File: src/rtl/uart_tx_if.sv
// Request/status bundle between a byte source and the UART transmitter.
interface uart_tx_if;
    logic       i_start;
    logic [7:0] i_data;
    logic       o_tx;
    logic       o_tx_busy;
    logic       o_tx_done;

    modport master (
        output i_start,
        output i_data,
        input  o_tx,
        input  o_tx_busy,
        input  o_tx_done
    );

    modport slave (
        input  i_start,
        input  i_data,
        output o_tx,
        output o_tx_busy,
        output o_tx_done
    );
endinterface

File: src/rtl/uart_tx.sv
// UART transmitter: start, 8 data bits LSB first, optional parity, 1 or 2 stop
// bits; every bit is 16 b_tick pulses of the shared 16x baud tick.
module uart_tx #(
    parameter int PARITY    = 0,
    parameter int STOP_BITS = 1
) (
    input  logic       clk,
    input  logic       rst,
    input  logic       b_tick,
    uart_tx_if.slave   bus
);

    localparam bit   PAR_EN    = (PARITY == 1) || (PARITY == 2);
    localparam bit   PAR_ODD   = (PARITY == 2);
    localparam logic STOP_LAST = (STOP_BITS == 2) ? 1'b1 : 1'b0;

    typedef enum logic [2:0] {
        IDLE  = 3'd0,
        START = 3'd1,
        DATA  = 3'd2,
        PAR   = 3'd3,
        STOP  = 3'd4
    } state_t;

    state_t      state, state_n;
    logic [3:0]  tick_cnt, tick_n;
    logic [2:0]  bit_cnt, bit_n;
    logic [7:0]  shift, shift_n;
    logic        par_acc, par_n;
    logic        stop_cnt, stop_n;
    logic        fin, fin_n;
    logic        tx_c, busy_c;
    logic        tx_q, busy_q, done_q;

    function automatic logic parity_bit(input logic acc);
        return PAR_ODD ? ~acc : acc;
    endfunction

    always_comb begin
        state_n = state;
        tick_n  = tick_cnt;
        bit_n   = bit_cnt;
        shift_n = shift;
        par_n   = par_acc;
        stop_n  = stop_cnt;
        fin_n   = 1'b0;
        tx_c    = 1'b1;
        busy_c  = 1'b1;
        case (state)
            IDLE: begin
                busy_c = 1'b0;
                // A tick coinciding with acceptance is deliberately not counted.
                if (bus.i_start) begin
                    shift_n = bus.i_data;
                    tick_n  = 4'd0;
                    bit_n   = 3'd0;
                    par_n   = 1'b0;
                    stop_n  = 1'b0;
                    state_n = START;
                end
            end
            START: begin
                tx_c = 1'b0;
                if (b_tick) begin
                    tick_n = tick_cnt + 4'd1;
                    if (tick_cnt == 4'd15) state_n = DATA;
                end
            end
            DATA: begin
                tx_c = shift[0];
                if (b_tick) begin
                    tick_n = tick_cnt + 4'd1;
                    if (tick_cnt == 4'd15) begin
                        shift_n = {1'b0, shift[7:1]};
                        par_n   = par_acc ^ shift[0];
                        bit_n   = bit_cnt + 3'd1;
                        if (bit_cnt == 3'd7) state_n = PAR_EN ? PAR : STOP;
                    end
                end
            end
            PAR: begin
                tx_c = parity_bit(par_acc);
                if (b_tick) begin
                    tick_n = tick_cnt + 4'd1;
                    if (tick_cnt == 4'd15) state_n = STOP;
                end
            end
            STOP: begin
                tx_c = 1'b1;
                if (b_tick) begin
                    tick_n = tick_cnt + 4'd1;
                    if (tick_cnt == 4'd15) begin
                        if (stop_cnt == STOP_LAST) begin
                            state_n = IDLE;
                            fin_n   = 1'b1;
                        end else begin
                            stop_n = 1'b1;
                        end
                    end
                end
            end
            default: begin
                state_n = IDLE;
            end
        endcase
    end

    // Line outputs are registered from the current state, one clk behind it.
    always_ff @(posedge clk or posedge rst) begin
        if (rst) begin
            state    <= IDLE;
            tick_cnt <= 4'd0;
            bit_cnt  <= 3'd0;
            shift    <= 8'd0;
            par_acc  <= 1'b0;
            stop_cnt <= 1'b0;
            fin      <= 1'b0;
            tx_q     <= 1'b1;
            busy_q   <= 1'b0;
            done_q   <= 1'b0;
        end else begin
            state    <= state_n;
            tick_cnt <= tick_n;
            bit_cnt  <= bit_n;
            shift    <= shift_n;
            par_acc  <= par_n;
            stop_cnt <= stop_n;
            fin      <= fin_n;
            tx_q     <= tx_c;
            busy_q   <= busy_c;
            done_q   <= fin;
        end
    end

    assign bus.o_tx      = tx_q;
    assign bus.o_tx_busy = busy_q;
    assign bus.o_tx_done = done_q;

endmodule

File: src/flat_wrapper.sv
// flat-port wrapper written by rule: the top's interface ports become plain ports
module uart_tx_flat 
#(
    parameter int PARITY    = 0,
    parameter int STOP_BITS = 1
)
  (clk, rst, b_tick, bus_i_start, bus_i_data, bus_o_tx, bus_o_tx_busy, bus_o_tx_done);
  uart_tx_if bus_i ();
  input  logic clk;
  input  logic rst;
  input  logic b_tick;
  input wire logic [$bits(bus_i.i_start)-1:0] bus_i_start;
  input wire logic [$bits(bus_i.i_data)-1:0] bus_i_data;
  output wire logic [$bits(bus_i.o_tx)-1:0] bus_o_tx;
  output wire logic [$bits(bus_i.o_tx_busy)-1:0] bus_o_tx_busy;
  output wire logic [$bits(bus_i.o_tx_done)-1:0] bus_o_tx_done;
  assign bus_i.i_start = bus_i_start;
  assign bus_i.i_data = bus_i_data;
  assign bus_o_tx = bus_i.o_tx;
  assign bus_o_tx_busy = bus_i.o_tx_busy;
  assign bus_o_tx_done = bus_i.o_tx_done;
  uart_tx #(.PARITY(PARITY), .STOP_BITS(STOP_BITS)) u_core (.clk(clk), .rst(rst), .b_tick(b_tick), .bus(bus_i));
endmodule
File: config.mk
export PLATFORM = sky130hd
export DESIGN_NAME = uart_tx_flat
export DESIGN_NICKNAME = d
export VERILOG_FILES = /design/src/rtl/uart_tx_if.sv /design/src/rtl/uart_tx.sv /design/src/flat_wrapper.sv
export SDC_FILE = /design/constraint.sdc
export NUM_CORES = 1
export LEC_CHECK = 0
export ABC_AREA = 1
export BUFFER_PORTS_ARGS = -buffer_cell sky130_fd_sc_hd__buf_4
export CORE_MARGIN = 2
export CORE_UTILIZATION = 55
export DETAILED_ROUTE_END_ITERATION = 6
export MAX_ROUTING_LAYER = met4
export PLACE_DENSITY = 0.79
export SYNTH_ARGS = -nofsm -noshare
export SYNTH_HDL_FRONTEND = slang
export SYNTH_SLANG_ARGS = --single-unit
File: constraint.sdc
create_clock -name clk -period 4.37 [get_ports clk]
set_input_delay 0.2185 -clock clk [delete_from_list [all_inputs] [get_ports clk]]
set_output_delay 0.2185 -clock clk [all_outputs]
set_load 0.02 [all_outputs]
==> qor.yml <==
cts:
  clockBufferDepth: 2
  cts_resized: 0
  numCtsBuffers: 3
  clkLatencyLatePin_ns: 0.31
  cts.sinks: 23
  cts_tree: "yes"
  cts_root_buf: "clkbuf_4"
  cts_hold_buf: 0
  cts_max_level: 1
  cts.reportedPaths.clkPinSlew_ns: 0.13
  postCtsSetupBuffers: 0
yosys:
  ys_ff_latch: 23
  synth_ff_type: "dfrtp_1"
  synth_most_common_cell: "nand2_1"
  synth-edff-count: 0
  seq_area_frac_synth_pct: 48.4
  synthTopCellsByCount: "nand2_1, dfrtp_1, nand3_1"
  synth_cells: 152
  synth_top_cell_by_area: "dfrtp_1"
  netlist_top_cells_area: "dfrtp_1, nand2_1, nand3_1, ha_1, inv_1"
  synth.top_cell.area_share_pct: 46.2
  async_flop_share_pct: 100
  yosysWarnings: 0
  netlist_area_um2: 1190
  syn_avg_cell_area_um2: 7.84
  synth_nets: 167
  ys_types: 21
placed_design:
  place_ws_ns: 2.67
  gp_congestion: 0.936
  placed_cells: 191
  hpwlAfterDp_um: 1560
  io_buffer_count: 14
  place_area_um2: 1310
sta:
  drv_slew: 0
  fin_worst_skew_ns: 0.00878
  fin_crit_sh_pct: 39.7
  max_clock_freq_mhz: 577
  setup-tns-final_ns: 0
  rsz0062_at_grt: "false"
  finalHoldViolCount: 0
  period_minus_slack_ns: 1.73
  relSlewSlack_pct: 42.4
  setup_violations: 0
  worst_slew_pin_slew_ns: 0.863
  fin_ws_ns: 2.64
setup_path:
  rr_worst_depth: 9
  end_kind: "flip-flop"
  crit_required_ns: 4.63
  timing.rr.end: "u_core.state[2]"
  r2r_start: "u_core.state[2]"
  slowest_stage: "nor2_1"
  cp_slowest_stage_delay_ns: 0.52
  arrival_ns: 1.99
  setup.worst_path.class: "reg -> reg"
  crit_chain: "inv_1 > nand2_1 > nor2_1 > nand2_1 > nand2_1 > nand2_1 > nand2_1 > nand2_1 > nand2_1"
  critPathLaunchType: "flip-flop"
  cp_common_cell: "nand2_1"
  crit_fanout: 11
  rrSetupSlack_ns: 2.64
cells_and_area:
  layout.area.seq_um2: 577
  n_antenna_cell: 0
  post-route-util_pct: 66.9
  syn2layout_area_growth_pct: 12.5
  nFillCells: 175
  fin_cells: 195
  nets: 184
  layout-drive-gt1-share_pct: 16.1
  final_area_um2: 1340
  multi_input_area_um2: 557
global_route:
  track_usage_pct: 20.3
  overflow: 0
  grt_pass1_vias: 892
  grt_pass1_wl_um: 3880
  antenna_found_initial: 0
  grt_max_degree: 24
power:
  sequentialPowerShare_pct: 42.0
  power_leakage_nw: 0.744
  ir_worst_vdd_v: 0.000381
  combPwrFrac_pct: 45.9
  p_sw_uw: 370
  power_density_nw_per_um2: 615
  clock_power_share_pct: 12.0
  intPower_uw: 454
  switching_share_pct: 44.9
floorplanning:
  core_area_um2: 2000
  io_pins: 15
  die_area_um2: 2550
  start_util_pct: 59.5
  die_h_um: 50.5
  rows: 16
  die_w_um: 50.5
route:
  via_per_inst: 5.05
  ant_nets: 0
  highest_layer: "met4"
  firstDrtPassIters: 4
  vias: 985
  wirelength_um: 2150
  wl_per_cell_um: 11.0
  wl_met3_um: 106
  wl_met1_um: 1010
  first_iter_violations: 33
  drc: 0
  wl_met2_um: 1010
worst_hold_path:
  hold_class: "in -> async"
status:
  status: "completed"
job:
  cap_violations: 0
## cell type report
class,instances,share of cell area [%]
well taps,27,2.52
repair buffers,14,7.84
clock buffers,4,1.96
flip-flops and latches,23,43.0
multi-input cells,116,41.5
inverters,11,3.08
## metrics by stage
stage	hold slack, ns	power [mW]
global route	0.144	0.902
global placement	0.335	0.714
floorplan	0.220	0.650
CTS	0.111	0.828
finish	0.0790	0.824
detailed placement	0.339	0.730
## critical path, delay by kind of cell (launching register included)
family                 cells  cell delay [ns]
and+or+nand+nor            8             1.06
buffers and inverters      1             0.16
DFF                        1             0.46
## layer usage
metal | vias up | GRT usage [%]
met5 | - | -
met4 | 0 | 5.41
met3 | 2 | 3.57
met1 | 449 | 28.2
met2 | 25 | 30.9
li1 | 509 | -
## worst max path at each step
stage,from,to,slack [ns],depth (start not counted)
after floorplan,u_core.tick_cnt[0],u_core.shift[0],2.98,7
after global placement,u_core.state[2],u_core.state[2],2.73,9
after detailed placement,u_core.state[2],u_core.state[1],2.67,9
after CTS,u_core.state[2],u_core.state[1],2.61,9
after global routing,u_core.state[2],u_core.state[1],2.35,9
final,u_core.state[2],u_core.state[2],2.64,9
## cell families after synthesis
kind of cell	synth area share, %
xor gates and xnor gates	1.47
and+or+nand+nor	36.6
DFF	48.4
AOI/OAI and AO/OA	5.57
adders and majority gates	3.15
buffers and inverters	4.83
## state kept, by name, indices dropped and copies added, names as in the netlist
register / flops
u_core.bus.o_tx_done: 1
u_core.state: 3
u_core.shift: 8
u_core.tick_cnt: 4
u_core.bus.o_tx_busy: 1
u_core.bus.o_tx: 1
u_core.par_acc: 1
u_core.fin: 1
u_core.bit_cnt: 3
## layout by cell type (no fill, tap or decap), drive strengths merged, types with 3 or more instances in the layout
master   n
nand2   72
nand3   16
o21ai    6
clkbuf   4
nor2    10
inv     11
buf     14
dfrtp   22
ha       3
## power groups by stage
stage / registers, mW / clock network (mW) / logic (mW)
floorplan: 0.351 / 0 / 0.299
global placement: 0.349 / 0 / 0.366
detailed placement: 0.351 / 0 / 0.378
CTS: 0.346 / 0.101 / 0.381
global route: 0.357 / 0.110 / 0.436
finish: 0.346 / 0.0990 / 0.378
(Power assumes the default switching activity.)
